$ cat src/rtl/fma16_pkg.sv
// Shared types and constants for the fma16 round/pack stage.
package fma16_pkg;

  typedef enum logic [1:0] {
    RZ  = 2'b00,
    RNE = 2'b01,
    RM  = 2'b10,
    RP  = 2'b11
  } rnd_mode_t;

  typedef enum logic [1:0] {
    SP_NORMAL  = 2'b00,
    SP_ZERO    = 2'b01,
    SP_INF     = 2'b10,
    SP_INVALID = 2'b11
  } special_t;

  // Bit positions inside the {NV,OF,UF,NX} flag vector
  localparam int NV_IDX = 3;
  localparam int OF_IDX = 2;
  localparam int UF_IDX = 1;
  localparam int NX_IDX = 0;

  localparam logic [15:0] QNAN16 = 16'h7E00;
  localparam logic [15:0] INF16  = 16'h7C00;
  localparam logic [15:0] MAXF16 = 16'h7BFF;

  // On overflow, decide whether the rounding direction lands on infinity
  // (otherwise the result saturates to the largest finite magnitude).
  function automatic logic overflow_to_inf(input rnd_mode_t mode, input logic sign);
    logic r;
    r = 1'b0;
    case (mode)
      RNE:     r = 1'b1;
      RP:      r = !sign;
      RM:      r = sign;
      default: r = 1'b0;
    endcase
    return r;
  endfunction

endpackage

$ cat src/rtl/fma16_round_incr.sv
// Rounding-increment decision for one binary16 result.
// Pure combinational: given the fraction LSB, guard and sticky bits, the sign
// and the rounding mode, produce the +1 ulp increment and the inexact indication.
module fma16_round_incr
  import fma16_pkg::*;
(
  input  logic      frac_lsb,
  input  logic      g,
  input  logic      t,
  input  logic      sign,
  input  rnd_mode_t mode,
  output logic      inc,
  output logic      inexact
);

  // Increment selection per rounding direction
  always_comb begin
    inc = 1'b0;
    case (mode)
      RZ:      inc = 1'b0;
      RNE:     inc = g & (t | frac_lsb);
      RM:      inc = sign & (g | t);
      RP:      inc = !sign & (g | t);
      default: inc = 1'b0;
    endcase
  end

  assign inexact = g | t;

endmodule

$ cat src/rtl/fma16_round_pack.sv
// fma16_round_pack: rounds the aligned significand from the multiply/align
// stage and packs an IEEE binary16 result with {NV,OF,UF,NX} flags.
// Two-stage valid/ready pipeline: S1 captures and extracts guard/sticky,
// S2 rounds, handles overflow/specials and holds the packed result.
// Optional feature: define FMA16_STICKY_FLAGS_EN to get the accumulated
// sticky flag register (flags_acc / flag_clr); otherwise flags_acc is 0.
module fma16_round_pack
  import fma16_pkg::*;
#(
  parameter int VEC_SIZE = 47,
  parameter int END_BITS = 8
) (
  input  logic                clk,
  input  logic                reset_n,
  input  logic                in_valid,
  output logic                in_ready,
  input  logic [VEC_SIZE:0]   mm,
  input  logic [4:0]          me,
  input  logic                ms,
  input  logic [1:0]          special,
  input  logic [1:0]          roundmode,
  output logic                out_valid,
  input  logic                out_ready,
  output logic [15:0]         result,
  output logic [3:0]          flags,
  input  logic                flag_clr,
  output logic [3:0]          flags_acc
);

  // ---------------- handshake ----------------
  logic s1_valid_reg;
  logic s2_valid_reg;
  logic s1_adv;
  logic s2_adv;
  logic out_xfer;

  assign s2_adv   = !s2_valid_reg | out_ready;
  assign s1_adv   = !s1_valid_reg | s2_adv;
  assign in_ready = s1_adv;
  assign out_xfer = s2_valid_reg & out_ready;

  // ---------------- stage 1 ----------------
  logic       s1_sign_reg;
  logic [4:0] s1_exp_reg;
  logic [9:0] s1_frac_reg;
  logic       s1_g_reg;
  logic       s1_t_reg;
  special_t   s1_special_reg;
  rnd_mode_t  s1_mode_reg;

  // Capture the incoming operand and reduce the tail below G into sticky T
  always_ff @(posedge clk or negedge reset_n) begin
    if (!reset_n) begin
      s1_valid_reg   <= 1'b0;
      s1_sign_reg    <= 1'b0;
      s1_exp_reg     <= 5'd0;
      s1_frac_reg    <= 10'd0;
      s1_g_reg       <= 1'b0;
      s1_t_reg       <= 1'b0;
      s1_special_reg <= SP_NORMAL;
      s1_mode_reg    <= RZ;
    end else if (s1_adv) begin
      s1_valid_reg <= in_valid;
      if (in_valid) begin
        s1_sign_reg    <= ms;
        s1_exp_reg     <= me;
        s1_frac_reg    <= mm[END_BITS+19:END_BITS+10];
        s1_g_reg       <= mm[END_BITS+9];
        s1_t_reg       <= |mm[END_BITS+8:0];
        s1_special_reg <= special_t'(special);
        s1_mode_reg    <= rnd_mode_t'(roundmode);
      end
    end
  end

  // Bits of mm above the fraction field carry no information for rounding
  generate
    if (VEC_SIZE > END_BITS + 19) begin : g_mm_hi
      logic unused_mm_hi;
      assign unused_mm_hi = |mm[VEC_SIZE:END_BITS+20];
    end
  endgenerate

  // ---------------- stage 2: round / pack ----------------
  logic        inc;
  logic        inexact;
  logic [14:0] sum_next;
  logic        ovf;
  logic [15:0] result_next;
  logic [3:0]  flags_next;

  fma16_round_incr u_round_incr (
    .frac_lsb (s1_frac_reg[0]),
    .g        (s1_g_reg),
    .t        (s1_t_reg),
    .sign     (s1_sign_reg),
    .mode     (s1_mode_reg),
    .inc      (inc),
    .inexact  (inexact)
  );

  // Exponent and fraction are added as one field so a fraction carry
  // bumps the exponent naturally (including 0x1E -> 0x1F overflow).
  assign sum_next = {s1_exp_reg, s1_frac_reg} + {14'd0, inc};
  assign ovf      = (sum_next[14:10] == 5'h1F) | (s1_exp_reg == 5'h1F);

  // Select the packed result and flags for the operand class
  always_comb begin
    result_next = {s1_sign_reg, sum_next};
    flags_next  = 4'b0000;
    case (s1_special_reg)
      SP_ZERO: begin
        result_next = {s1_sign_reg, 15'd0};
      end
      SP_INF: begin
        result_next = {s1_sign_reg, 5'h1F, 10'd0};
      end
      SP_INVALID: begin
        result_next        = QNAN16;
        flags_next[NV_IDX] = 1'b1;
      end
      default: begin
        if (ovf) begin
          result_next        = (overflow_to_inf(s1_mode_reg, s1_sign_reg) ? INF16 : MAXF16)
                               | {s1_sign_reg, 15'd0};
          flags_next[OF_IDX] = 1'b1;
          flags_next[NX_IDX] = 1'b1;
        end else begin
          result_next        = {s1_sign_reg, sum_next};
          flags_next[NX_IDX] = inexact;
          flags_next[UF_IDX] = (s1_exp_reg == 5'd0) & inexact;
        end
      end
    endcase
  end

  logic [15:0] result_reg;
  logic [3:0]  flags_reg;

  // Output register; holds its value while the consumer stalls
  always_ff @(posedge clk or negedge reset_n) begin
    if (!reset_n) begin
      s2_valid_reg <= 1'b0;
      result_reg   <= 16'h0000;
      flags_reg    <= 4'b0000;
    end else if (s2_adv) begin
      s2_valid_reg <= s1_valid_reg;
      if (s1_valid_reg) begin
        result_reg <= result_next;
        flags_reg  <= flags_next;
      end
    end
  end

  assign out_valid = s2_valid_reg;
  assign result    = result_reg;
  assign flags     = flags_reg;

  // ---------------- sticky flags ----------------
`ifdef FMA16_STICKY_FLAGS_EN
  logic [3:0] flags_acc_reg;

  // Accumulate flags of delivered results; a clear keeps only a coincident transfer
  always_ff @(posedge clk or negedge reset_n) begin
    if (!reset_n) begin
      flags_acc_reg <= 4'b0000;
    end else if (flag_clr) begin
      flags_acc_reg <= out_xfer ? flags_reg : 4'b0000;
    end else if (out_xfer) begin
      flags_acc_reg <= flags_acc_reg | flags_reg;
    end
  end

  assign flags_acc = flags_acc_reg;
`else
  logic unused_sticky;
  assign unused_sticky = flag_clr | out_xfer;
  assign flags_acc     = 4'b0000;
`endif

endmodule

$ cat config.mk
export PLATFORM = sky130hd
export DESIGN_NAME = fma16_round_pack
export DESIGN_NICKNAME = d
export VERILOG_FILES = /design/src/rtl/fma16_pkg.sv /design/src/rtl/fma16_round_incr.sv /design/src/rtl/fma16_round_pack.sv
export SDC_FILE = /design/constraint.sdc
export NUM_CORES = 1
export LEC_CHECK = 0
export BUFFER_PORTS_ARGS = -buffer_cell sky130_fd_sc_hd__clkbuf_2
export CAP_MARGIN = 20
export CORE_MARGIN = 2
export CORE_UTILIZATION = 35
export DETAILED_ROUTE_END_ITERATION = 6
export SKIP_LAST_GASP = 1
export SLEW_MARGIN = 15
export SYNTH_ARGS = -nofsm -noshare
export SYNTH_HDL_FRONTEND = slang
export SYNTH_SLANG_ARGS = --single-unit
export TNS_END_PERCENT = 50
$ cat constraint.sdc
create_clock -name clk -period 2.6 [get_ports clk]
set_clock_uncertainty 0.15 [all_clocks]
set_input_delay 0 -clock clk [delete_from_list [all_inputs] [get_ports clk]]
set_output_delay 0 -clock clk [all_outputs]
set_load 0.1 [all_outputs]
# ---- After elaboration in Yosys (flattened, before gate mapping)
# Index checks and enable logic that the tools add are counted.
dict set report op_classes {
  reduce_logical 9
  n_bitwise 10
  add_sub_neg 1
  eq_ne 8
  muxes 12
}
# cell n
set ops {}
lappend ops {{$pmux W16 S3} 1}
lappend ops {{$reduce_or A17 Y1} 1}
lappend ops {{$mux W16} 1}
lappend ops {{$or A15 B16 Y16} 1}
lappend ops {{$add A15 B1 Y15} 1}
lappend ops {{$mux W11} 1}
lappend ops {{$eq A5 B5 Y1 const B} 2}
lappend ops {{$eq A2 B2 Y1 const B} 4}
lappend ops {{$mux W1} 6}
lappend ops {{$logic_not A5 Y1} 1}
lappend ops {{$or A1 B1 Y1} 5}
lappend ops {{$and A1 B1 Y1} 4}
lappend ops {{$eq A2 B1 Y1 const B} 2}
lappend ops {{$pmux W1 S4} 1}
lappend ops {{$reduce_and A2 Y1} 2}
lappend ops {{$logic_not A1 Y1} 3}
lappend ops {{$mux W3} 1}
lappend ops {{$pmux W1 S3} 1}
lappend ops {{$reduce_or A3 Y1} 1}
lappend ops {{$logic_not A2 Y1} 1}
dict set report word_totals {
  ff_bits 44
  in_bits 63
}

# ---- Longest topological paths before layout
# Gate-level depths: netlist of run 1.
dict set report logic_depth {
  word_depth 12
  depth_mapped 11
  depth_no_buf 11
}

# ---- Modules after synthesis
# From an unflattened synthesis of run 1, not the netlist that was laid out.
dict set report hier_totals {
  cells_unflattened 206
  area_unflattened_um2 2217.1
}
# module instances area_per_inst_um2 cells_per_inst seq_area_each_um2
set by_module_without_submodules {}
lappend by_module_without_submodules {fma16_round_pack 1 2178.3 200 1101.1}
lappend by_module_without_submodules {fma16_round_incr 1 38.8 6 0.0}

# ---- Least setup slack after synthesis of run 1
# No wires, ideal clock.
dict set report synth_timing {
  kind {flip-flop to flip-flop}
  start {reg s2_valid_reg (netlist: out_valid)}
  end {reg s1_exp_reg[0]}
  period_less_slack_ps 3294
  path_stages_with_launch 5
  arrival_ps 3019
  slack_ps -694
  n_path_buf 1
  cell_sequence {dfrtp_1 > nand3b_1 > nand2_1 > buf_2 > mux2_2}
}
dict set report synth_via {
  elab_chain_len 4
}
# item line_no
set synth_lines {}
lappend synth_lines {{from (decl)} fma16_round_pack.sv:32} ;# logic s2_valid_reg;
lappend synth_lines {{from (signal assigned)} fma16_round_pack.sv:147} ;# s2_valid_reg <= s1_valid_reg;
lappend synth_lines {{$logic_not A1 Y1} fma16_round_pack.sv:37} ;# assign s2_adv = !s2_valid_reg | out_ready;
lappend synth_lines {{$or A1 B1 Y1} fma16_round_pack.sv:37}
lappend synth_lines {{$or A1 B1 Y1} fma16_round_pack.sv:38} ;# assign s1_adv = !s1_valid_reg | s2_adv;
lappend synth_lines {{via in_ready} fma16_round_pack.sv:16} ;# output logic in_ready,
lappend synth_lines {{$reduce_and A2 Y1 (no source line)} --}
lappend synth_lines {{to (signal assigned)} fma16_round_pack.sv:66} ;# s1_exp_reg <= me;
lappend synth_lines {{to (decl)} fma16_round_pack.sv:44} ;# logic [4:0] s1_exp_reg;
# The timed path passes the listed nets, and every way through them passes these cells.
# A chain may end at the register's enable or synchronous reset.

# ---- Worst setup path after layout of run 1
dict set report layout_timing {
  start {reg s1_mode_reg[1]}
  end {reg result_reg[8] (netlist: result[8])}
}
dict set report layout_via {
  elab_chain_len 8
  elab_cells_between_ends 15
  cone_classes {add/sub (1); eq/ne (4); mux (7); bitwise (2); reduce/logical (1)}
}
# item line_no
set layout_lines {}
lappend layout_lines {{from (decl)} fma16_round_pack.sv:49} ;# rnd_mode_t s1_mode_reg;
lappend layout_lines {{from (signal assigned)} fma16_round_pack.sv:71} ;# s1_mode_reg <= rnd_mode_t'(roundmode);
lappend layout_lines {{parallel branches: the longest is 6 deep, another holds $add A15 B1 Y15} --}
lappend layout_lines {{$mux W16 *} fma16_round_pack.sv:123} ;# if (ovf) begin
lappend layout_lines {{$pmux W16 S3 *} fma16_round_pack.sv:111} ;# case (s1_special_reg)
lappend layout_lines {{to (signal assigned)} fma16_round_pack.sv:149} ;# result_reg <= result_next;
lappend layout_lines {{to (decl)} fma16_round_pack.sv:137} ;# logic [15:0] result_reg;
# Mark *: on every way between the ends. The select of a mux whose other input is x is not followed.

==> metrics, run 1 <==
clock slew at reported path FFs 0.08 ns; DP HPWL approximately 3500 µm; DR vias 1,815; WL/cell approximately 13 µm; Skew-Pair Late Insertion Delay 0.29 ns; die area about 0.0069 mm²; syn avg cell area 11.4 µm²; num rows 28; H-tree levels 2; Core Area 0.00599 mm²; layout cells sized above 1 42.9%; Iter 0 DRT Violations 100; GR Overflow Total 0; Max clock buf depth 2; required time of the critical path 2.64 ns; commonest cells after routing, fill and taps aside clkbuf_2 (63), dfrtp_1 (43), dlygate4sd3_1 (27); final hold vios 0; CTS Buf Count 5; GRT Overall Usage between 10% and 20%; period utilization 98.4%; Initial Util between 30 and 40%; fmax 391 MHz; IO Port Bufs 63; flops & latches, synth 44; via density per instance just under 5; Tmin final 2.56 ns; antenna viol nets, final 0; final setup violation count 0; Unique masters post-synth 42; relative max-transition margin 57.4%; Cell Int Power 1270 µW; Area growth syn-to-layout 41.4%; DRC Markers 0; Post-Syn Area approximately 0.0022 mm²; Finished Layout Cells 371; switch share ~44%; initial antenna violation count 0; root buf cell clkbuf_8; commonest non-fill, non-tap cell in the layout clkbuf_2; Horiz. Die Dim just over 80 µm; vias in the first global route 1,702; Routed Wire Length roughly 4800 µm; cell count after synthesis between 150 and 200; worst reg2reg setup slack 0.04 ns; Crit. End Element register; reg-to-reg critical path endpoint result[8]; # nets final 360; Slew @ Worst Pin 0.639 ns; MaxCap Viol Count 0; pwr/cell area approximately 730 mW/mm²; r2r worst-path depth 11; Core Util, Final 51.6%; Finished Cell Area 0.00309 mm²; status completed; Fin Setup TNS 0 ns; Setup crit end result[8]; clk sinks 44; unrepaired setup endpoints after global routing yes; HP Class in2async; hold slack final 0.104 ns; P_leak 0.00141 µW; CP Launch Type register; # IOs just under 90; Peak supply drop 0.000350 V; critical path class reg2reg; drt first pass iters 5; CTS tree yes; Critical Path Start s1_mode_reg[1]; Slew Viols, Final 0; die height 83.1 µm; Critical Path AT approximately 2.6 ns; clock network fraction of total power approximately 19%; Seq/Total Area, Yosys 50.3%; crit-path max FO 8; first-pass GRT wire length 8000 µm; Cells after DPL between 300 and 400; Inserted Diodes 0; Psw about 1000 µW; part of the power in combinational logic 40.8%; Reg-to-Reg Start s1_mode_reg[1]; sequential share of power 40.0%; Synth Warn # 0; Placer Congestion 0.726; largest net degree at the start of global routing 28; placed cell areas 0.00261 mm²; number of flip-flops in the largest register 16
## repair_timing
action                                  4_1_cts  5_1_grt
resized for setup                             0       13
setup buffers                                 0        6
hold buffers                                 27        0
hold endpoints to repair                     50        0
endpoints found under the setup margin        0       12
## layer usage
layer	wire [µm]	vias to the layer above	share of wire, %	track usage, %
met5	0	-	0	0
met1	2160	851	45	19.0
li1	-	905	-	-
met3	247	6	5.2	3.98
met4	73	0	1.5	4.92
met2	2310	53	48	22.5
## critical path: stages, from the launching register on
cell and delay [ns]:
dfrtp_1 0.38, nand2_2 0.08, xnor2_2 0.17, o21ai_1 0.08, a21oi_1 0.14, ha_2 0.26, ha_4 0.16, nand3_4 0.11
nor3_4 0.25, o211ai_4 0.14, a211o_4 0.42, o311ai_1 0.09
## stage by stage
| stage | worst slack [ns] | total power [µW] |
|---|---|---|
| floorplan | -0.0405 | 1600 |
| global placement | 0.0724 | 1780 |
| detailed placement | 0.0272 | 1790 |
| CTS | 0.0254 | 2260 |
| global route | -0.100 | 2390 |
| finish | 0.0423 | 2270 |
## area by class of cell
type                            count  area [µm²]
Fill cell                         560        2900
Multi-Input combinational cell    138        1110
Sequential cell                    44        1100
Timing Repair Buffer              103         683
Tap cell                           75        93.8
Clock buffer                        7        86.3
Inverter                            3        11.3
Clock inverter                      1        7.51
## synth_stat cells (all sizes together)
cell type   n  area (µm²)
inv         3        11.3
nand3       9        55.1
o211ai      3        27.5
and2        3        21.3
a21o        1        7.51
a22o        1        8.76
xor2        3        26.3
nor2        8        30.0
o21ai       7        35.0
nor4        5        31.3
a21oi       7        35.0
mux2       21         236
clkbuf      3        12.5
and3        3        18.8
xnor2       8        70.1
nand2b      3        21.3
buf         7        45.0
dfrtp      44        1100
conb        1        3.75
o311ai      8        85.1
nor3        6        52.6
nand3b      2        15.0
or3         1        6.26
a31o        1        8.76
nand2      21        81.3
a211o       1        17.5
a221o       2        20.0
nand4       4        40.0
ha          2        25.0
a211oi      1        7.51
a32o        1        10.0
a311o       2        20.0
## logic make-up after synthesis
| logic type | count (synthesis) | share of synthesized area [%] |
|---|---|---|
| and+or+nand+nor | 65 | 17.0 |
| DFF | 44 | 50.3 |
| AOI/OAI and AO/OA | 35 | 12.9 |
| muxes | 21 | 10.8 |
| buffers and inverters | 13 | 3.15 |
| xor gates and xnor gates | 11 | 4.41 |
| adders and majority gates | 2 | 1.14 |
| other | 1 | 0.171 |
## worst min path at each step
stage                  from        endpoint  slack (ns)  depth (start not counted)
detailed placement  reset_n     s1_sign_reg       -0.09                          1
global route        reset_n      result[13]        0.16                          2
global placement    reset_n  s1_mode_reg[0]       -0.09                          1
finish              reset_n     s1_sign_reg        0.10                          2
CTS                 reset_n     s1_sign_reg        0.13                          2
floorplan           reset_n        flags[0]       -0.45                          0
## power groups by stage
stage               clock (µW)  sequential, µW  combinational [µW]
global placement             0             914                 865
finish                     437             908                 925
global route               487             929                 977
CTS                        458             903                 902
detailed placement           0             917                 870
floorplan                    0            1330                 276
Power figures use the tool's default switching activity.
==> inputs of run 2 (changes only) <==
==> constraint.sdc (replaced) <==
create_clock -name clk -period 2.1 [get_ports clk]
set_clock_uncertainty 0.15 [all_clocks]
set_input_delay 0 -clock clk [delete_from_list [all_inputs] [get_ports clk]]
set_output_delay 0 -clock clk [all_outputs]
set_load 0.1 [all_outputs]
==> run 2 against run 1 <==
Effect of this change:
- the flow now finishes with violations (setup timing)
- combinational power is 32% higher
- clock-buffer cell count grew 1
- via count rose by 4.1%
- sequential share of layout area is 1.7 points lower
- largest power group unchanged
==> metrics, run 2 (same netlist as run 1, synthesis figures left out) <==
GRT Overall Usage 15.2% (+0.90 points); met2 Resource Use GR 24.9% (+2.3 points); GR met1 Demand/Resource 19.4% (+0.42 points); Crit. End Element register; WL/cell 13.3 µm (+2.7%); final setup violation count 17 (+17); final hold vios 0 (unchanged); Initial Util 36.5% (unchanged); sequential share of power 38.9% (-1.1 points); Inserted Diodes 0 (unchanged); first-pass GRT wire length 8430 µm (+5.4%); Final WS setup -0.381 ns (-0.423 ns); CP Launch Type register; num rows 28 (unchanged); critical path class reg2reg; die height 83.1 µm (unchanged); IO Port Bufs 63 (unchanged); # IOs 89 (unchanged); failing checks setup timing; root buf cell clkbuf_8; period utilization 118% (+20 points); Skew-Pair Late Insertion Delay 0.30 ns (about the same); multi-input combinational cell area 0.00115 mm² (+4.1%); Horiz. Die Dim 83.1 µm (unchanged); Cells after DPL 342 (+3.6%); Peak supply drop 0.000527 V (+50%); CTS Buf Count 5 (unchanged); initial antenna violation count 0 (unchanged); hold slack final 0.157 ns (+0.0527 ns); Slew @ Worst Pin 0.556 ns (-0.0831 ns); area occupied by registers 0.00110 mm² (unchanged); die area 0.00690 mm² (unchanged); Routed Wire Length 5100 µm (+6.6%); pwr/cell area 889 mW/mm² (+21%); Finished Layout Cells 385 (+3.8%); number of flip-flops in the largest register 16 (unchanged); Area growth syn-to-layout 48.3%; GR Overflow Total 0 (unchanged); fmax 403 MHz (+3.1%); clock network fraction of total power 18.8% (-0.5 points); Tmin final 2.48 ns (-0.0768 ns); drt first pass iters 4 (-1); H-tree levels 2 (unchanged); commonest non-fill, non-tap cell in the layout clkbuf_2; antenna viol nets, final 0 (unchanged); unrepaired setup endpoints after global routing yes; layout cells sized above 1 46.5% (+3.5 points); Critical Path AT 2.53 ns (-0.06 ns); CTS tree yes; Fillers 550 (-1.8%); Cell Int Power 1610 µW (+28%); met3 global-route usage 3.68% (-0.30 points); part of the power in combinational logic 42.2% (+1.4 points); largest net degree at the start of global routing 45 (+61%); clock slew at reported path FFs 0.08 ns (about the same); Slew Viols, Final 0 (unchanged); commonest cells after routing, fill and taps aside clkbuf_2 (63), dfrtp_1 (43), dlygate4sd3_1 (27); P_leak 0.00149 µW (+5.7%); clk sinks 44 (unchanged); relative max-transition margin 62.9% (+5.5 points); MaxCap Viol Count 0 (unchanged); vias in the first global route 1,806 (+6.1%); via density per instance 4.91 (+0.29%); Psw 1270 µW (+26%); crit-path max FO 8 (unchanged); DP HPWL 3680 µm (+5.2%); required time of the critical path 2.15 ns (-0.49 ns); Placer Congestion 0.793 (+9.2%); Iter 0 DRT Violations 116 (+16%); status finished, violations left; HP Class in2async; switch share 44.0% (-0.28 points); Max clock buf depth 2 (unchanged); DRC Markers 0 (unchanged); # nets final 374 (+3.9%); Core Area 0.00599 mm² (unchanged); GR peak layer met2; DR vias 1,889 (+4.1%)
run 2: worst paths after layout:
kind / start / endpoint / slack [ns] / cells after the start
setup reg to reg: s1_sign_reg / result[9] / -0.38 / 11
min in group clk: me[4] / s1_exp_reg[4] / 0.31 / 3
setup / recovery: s1_sign_reg / result[9] / -0.38 / 11
max in group asynchronous: reset_n / out_valid / 1.20 / 3
hold reg to reg: flags[3] / flags[3] / 0.33 / 1
hold / removal: reset_n / s1_sign_reg / 0.16 / 3
run 2: final cells by class:
| cell class | count | area share (%) |
|---|---|---|
| Clock buffer | 8 | 2.78 |
| Tap cell | 75 | 2.89 |
| Multi-Input combinational cell | 138 | 35.5 |
| Inverter | 3 | 0.347 |
| Sequential cell | 44 | 34.1 |
| Timing Repair Buffer | 117 | 24.4 |
run 2: per-layer routing:
metal,vias up,share of wire [%]
met2,51,49
met4,0,2.0
met5,-,0
li1,930,-
met1,901,44
met3,7,4.5
run 2: timing repair:
item	in CTS	in global routing
hold buffers	27	0
endpoints found under the hold margin	69	0
pin swaps	2	6
setup buffers	4	4
resized for setup	7	13
setup endpoints to repair	17	17
run 2: through the flow:
stage / instance area, µm² / total power, µW / TNS, ns / worst slack, ns / util (%)
5_1_grt: 3240 / 3020 / -7.30 / -0.491 / 54.1
3_5_place_dp: 2700 / 2250 / -5.35 / -0.377 / 45.1
3_3_place_gp: 2700 / 2230 / -3.41 / -0.252 / 45.1
6_report: 3240 / 2880 / -5.33 / -0.381 / 54.1
4_1_cts: 3120 / 2850 / -5.06 / -0.341 / 52.1
2_1_floorplan: 2220 / 1980 / -15.93 / -0.541 / -
run 2: power by group through the flow:
stage	clock network, µW	logic (µW)	registers (µW)
detailed placement	0	1110	1130
floorplan	0	341	1640
global route	594	1280	1140
global placement	0	1100	1130
finish	543	1220	1120
CTS	557	1180	1120
run 2: worst max-delay path, cell delays in order (launching register included):
cell,delay (ns)
dfrtp_1,0.41
nand2_2,0.08
xnor2_2,0.12
o21ai_1,0.09
a21oi_1,0.14
ha_2,0.21
ha_2,0.20
nand3_4,0.10
nor3_4,0.19
o211ai_4,0.13
a211o_4,0.44
o311ai_2,0.11
==> inputs of run 3 (changes only) <==
==> constraint.sdc (replaced) <==
create_clock -name clk -period 2.1 [get_ports clk]
set_clock_uncertainty 0.15 [all_clocks]
set_input_delay 0.42 -clock clk [delete_from_list [all_inputs] [get_ports clk]]
set_output_delay 0.42 -clock clk [all_outputs]
set_load 0.1 [all_outputs]
==> run 3 against run 2 <==
Effect of this change:
- the flow still finishes with violations (setup timing)
- clock power decreased by 7.2%
- global-route usage decreased by 0.71 points
- total power decreased by 2.1%
- non-clock buffer count decreased by 22
- clock-buffer cell count decreased by 1
- die area unchanged
- critical endpoint unchanged
- largest cell class unchanged
==> metrics, run 3 (same netlist as run 1, synthesis figures left out) <==
status finished, violations left; failing checks setup timing; clk sinks 44 (unchanged); unrepaired setup endpoints after global routing yes; die height 83.1 µm (unchanged); CP Launch Type register; drt first pass iters 4 (unchanged); Iter 0 DRT Violations 70 (-40%); Initial Util 36.5% (unchanged); critical path class reg2reg; Psw 1260 µW (-0.94%); number of flip-flops in the largest register 16 (unchanged); GR Overflow Total 0 (unchanged); Placer Congestion 0.727 (-8.3%); sequential share of power 39.9% (+1.0 points); Area growth syn-to-layout 37.7%; DRC Markers 0 (unchanged); part of the power in combinational logic 42.2% (about the same); # IOs 89 (unchanged); crit-path max FO 8 (unchanged); H-tree levels 2 (unchanged); # nets final 352 (-5.9%); Core Area 0.00599 mm² (unchanged); num rows 28 (unchanged); Final WS setup -0.402 ns (-0.0214 ns); Routed Wire Length 4830 µm (-5.4%); GRT Overall Usage 14.5% (-0.71 points); placed cell areas 0.00273 mm² (+1.1%); hold path depth 2; r2r worst-path depth 11 (unchanged); Cell Int Power 1560 µW (-3.0%); relative max-transition margin 58.3% (-4.6 points); clock network fraction of total power 17.9% (-0.9 points); first-pass GRT wire length 8140 µm (-3.5%); required time of the critical path 2.15 ns (about the same); clock slew at reported path FFs 0.08 ns (about the same); HP Class in2reg; via density per instance 4.85 (-1.2%); layout cells sized above 1 51.4% (+4.9 points); vias in the first global route 1,695 (-6.1%); Max clock buf depth 2 (unchanged); MaxCap Viol Count 0 (unchanged); Slew Viols, Final 0 (unchanged); DP HPWL 3630 µm (-1.4%); Critical Path AT 2.55 ns (+0.02 ns); Core Util, Final 50.3% (-3.9 points); Slew @ Worst Pin 0.625 ns (+0.0690 ns); IO Port Bufs 63 (unchanged); Horiz. Die Dim 83.1 µm (unchanged); WL/cell 13.3 µm (+0.33%); Skew-Pair Late Insertion Delay 0.30 ns (about the same); largest net degree at the start of global routing 27 (-40%); Finished Cell Area 0.00301 mm² (-7.1%); Peak supply drop 0.000502 V (-4.6%); DR vias 1,760 (-6.8%); die area 0.00690 mm² (unchanged); commonest non-fill, non-tap cell in the layout clkbuf_2; final setup violation count 17 (unchanged); Tmin final 2.50 ns (+0.0214 ns); period utilization 119% (+1.0 points); pwr/cell area 937 mW/mm² (+5.4%); commonest cells after routing, fill and taps aside clkbuf_2 (62), dfrtp_1 (43), buf_4 (29); fmax 400 MHz (-0.85%); final hold vios 0 (unchanged); root buf cell clkbuf_8; P_leak 0.00140 µW (-6.0%); antenna viol nets, final 0 (unchanged); CTS Buf Count 5 (unchanged); Inserted Diodes 0 (unchanged); switch share 44.5% (+0.52 points); initial antenna violation count 0 (unchanged); Crit. End Element register; CTS tree yes; worst reg2reg setup slack -0.40 ns (-0.02 ns)
-- run 3: cell types whose count changed in the layout (fill, tap and decap cells not counted), sizes merged --
cell,previous run,this run
dlygate4sd3,27,1
clkbuf,71,69
clkinv,0,1
buf,27,32
-- run 3: cell type report --
class	count	area, µm²
Fill cell	570	2980
Multi-Input combinational cell	138	1140
Sequential cell	44	1100
Timing Repair Buffer	95	581
Tap cell	75	93.8
Clock buffer	7	76.3
Inverter	3	11.3
Clock inverter	1	5.00
-- run 3: power by group through the flow --
stage	logic (µW)	registers (µW)	clock network, µW
2_1_floorplan	341	1640	0
3_3_place_gp	1110	1130	0
3_5_place_dp	1120	1130	0
4_1_cts	1160	1120	523
5_1_grt	1260	1150	552
6_report	1190	1130	504
-- run 3: path summary, 6_finish.rpt --
kind	start	to
worst min register to register	result[15]	result[15]
worst max-delay path	s1_mode_reg[1]	result[9]
max in group asynchronous	reset_n	s1_frac_reg[6]
worst max register to register	s1_mode_reg[1]	result[9]
min in group asynchronous	reset_n	result[13]
worst min-delay path	in_valid	s1_valid_reg
-- run 3: metal layers --
layer / routed length [µm] / track usage [%] / part of all wire [%]
met5: 0 / 0 / 0
met4: 74 / 5.37 / 1.5
met3: 260 / 3.98 / 5.4
met2: 2290 / 22.8 / 47
met1: 2200 / 19.1 / 46
-- run 3: repair_timing --
item / CTS / global route
buffers inserted: 5 / 5
hold buffers: 1 / 0
endpoints found under the hold margin: 4 / 0
gates resized for setup: 13 / 7
pin swaps: 2 / 9
endpoints found under the setup margin: 17 / 17
-- run 3: metrics by stage --
stage,setup TNS (ns),setup slack [ns],power (µW),cells,hold WS [ns]
floorplan,-15.93,-0.541,1980,195,-0.0256
global placement,-4.99,-0.363,2240,344,0.317
detailed placement,-6.37,-0.450,2250,344,0.323
CTS,-4.97,-0.348,2810,358,0.184
global route,-8.54,-0.568,2960,363,0.190
finish,-5.79,-0.402,2820,363,0.192
-- run 3: worst max-delay path, cell delays in order (launching register included) --
cell and delay [ns]:
dfrtp_1 0.40, nand2_2 0.08, xnor2_2 0.12, o21ai_1 0.10, a21oi_2 0.12, ha_2 0.20
buf_6 0.09, nand4_1 0.18, nor3_4 0.32, nand3_4 0.13, a211o_4 0.41, o311ai_2 0.10
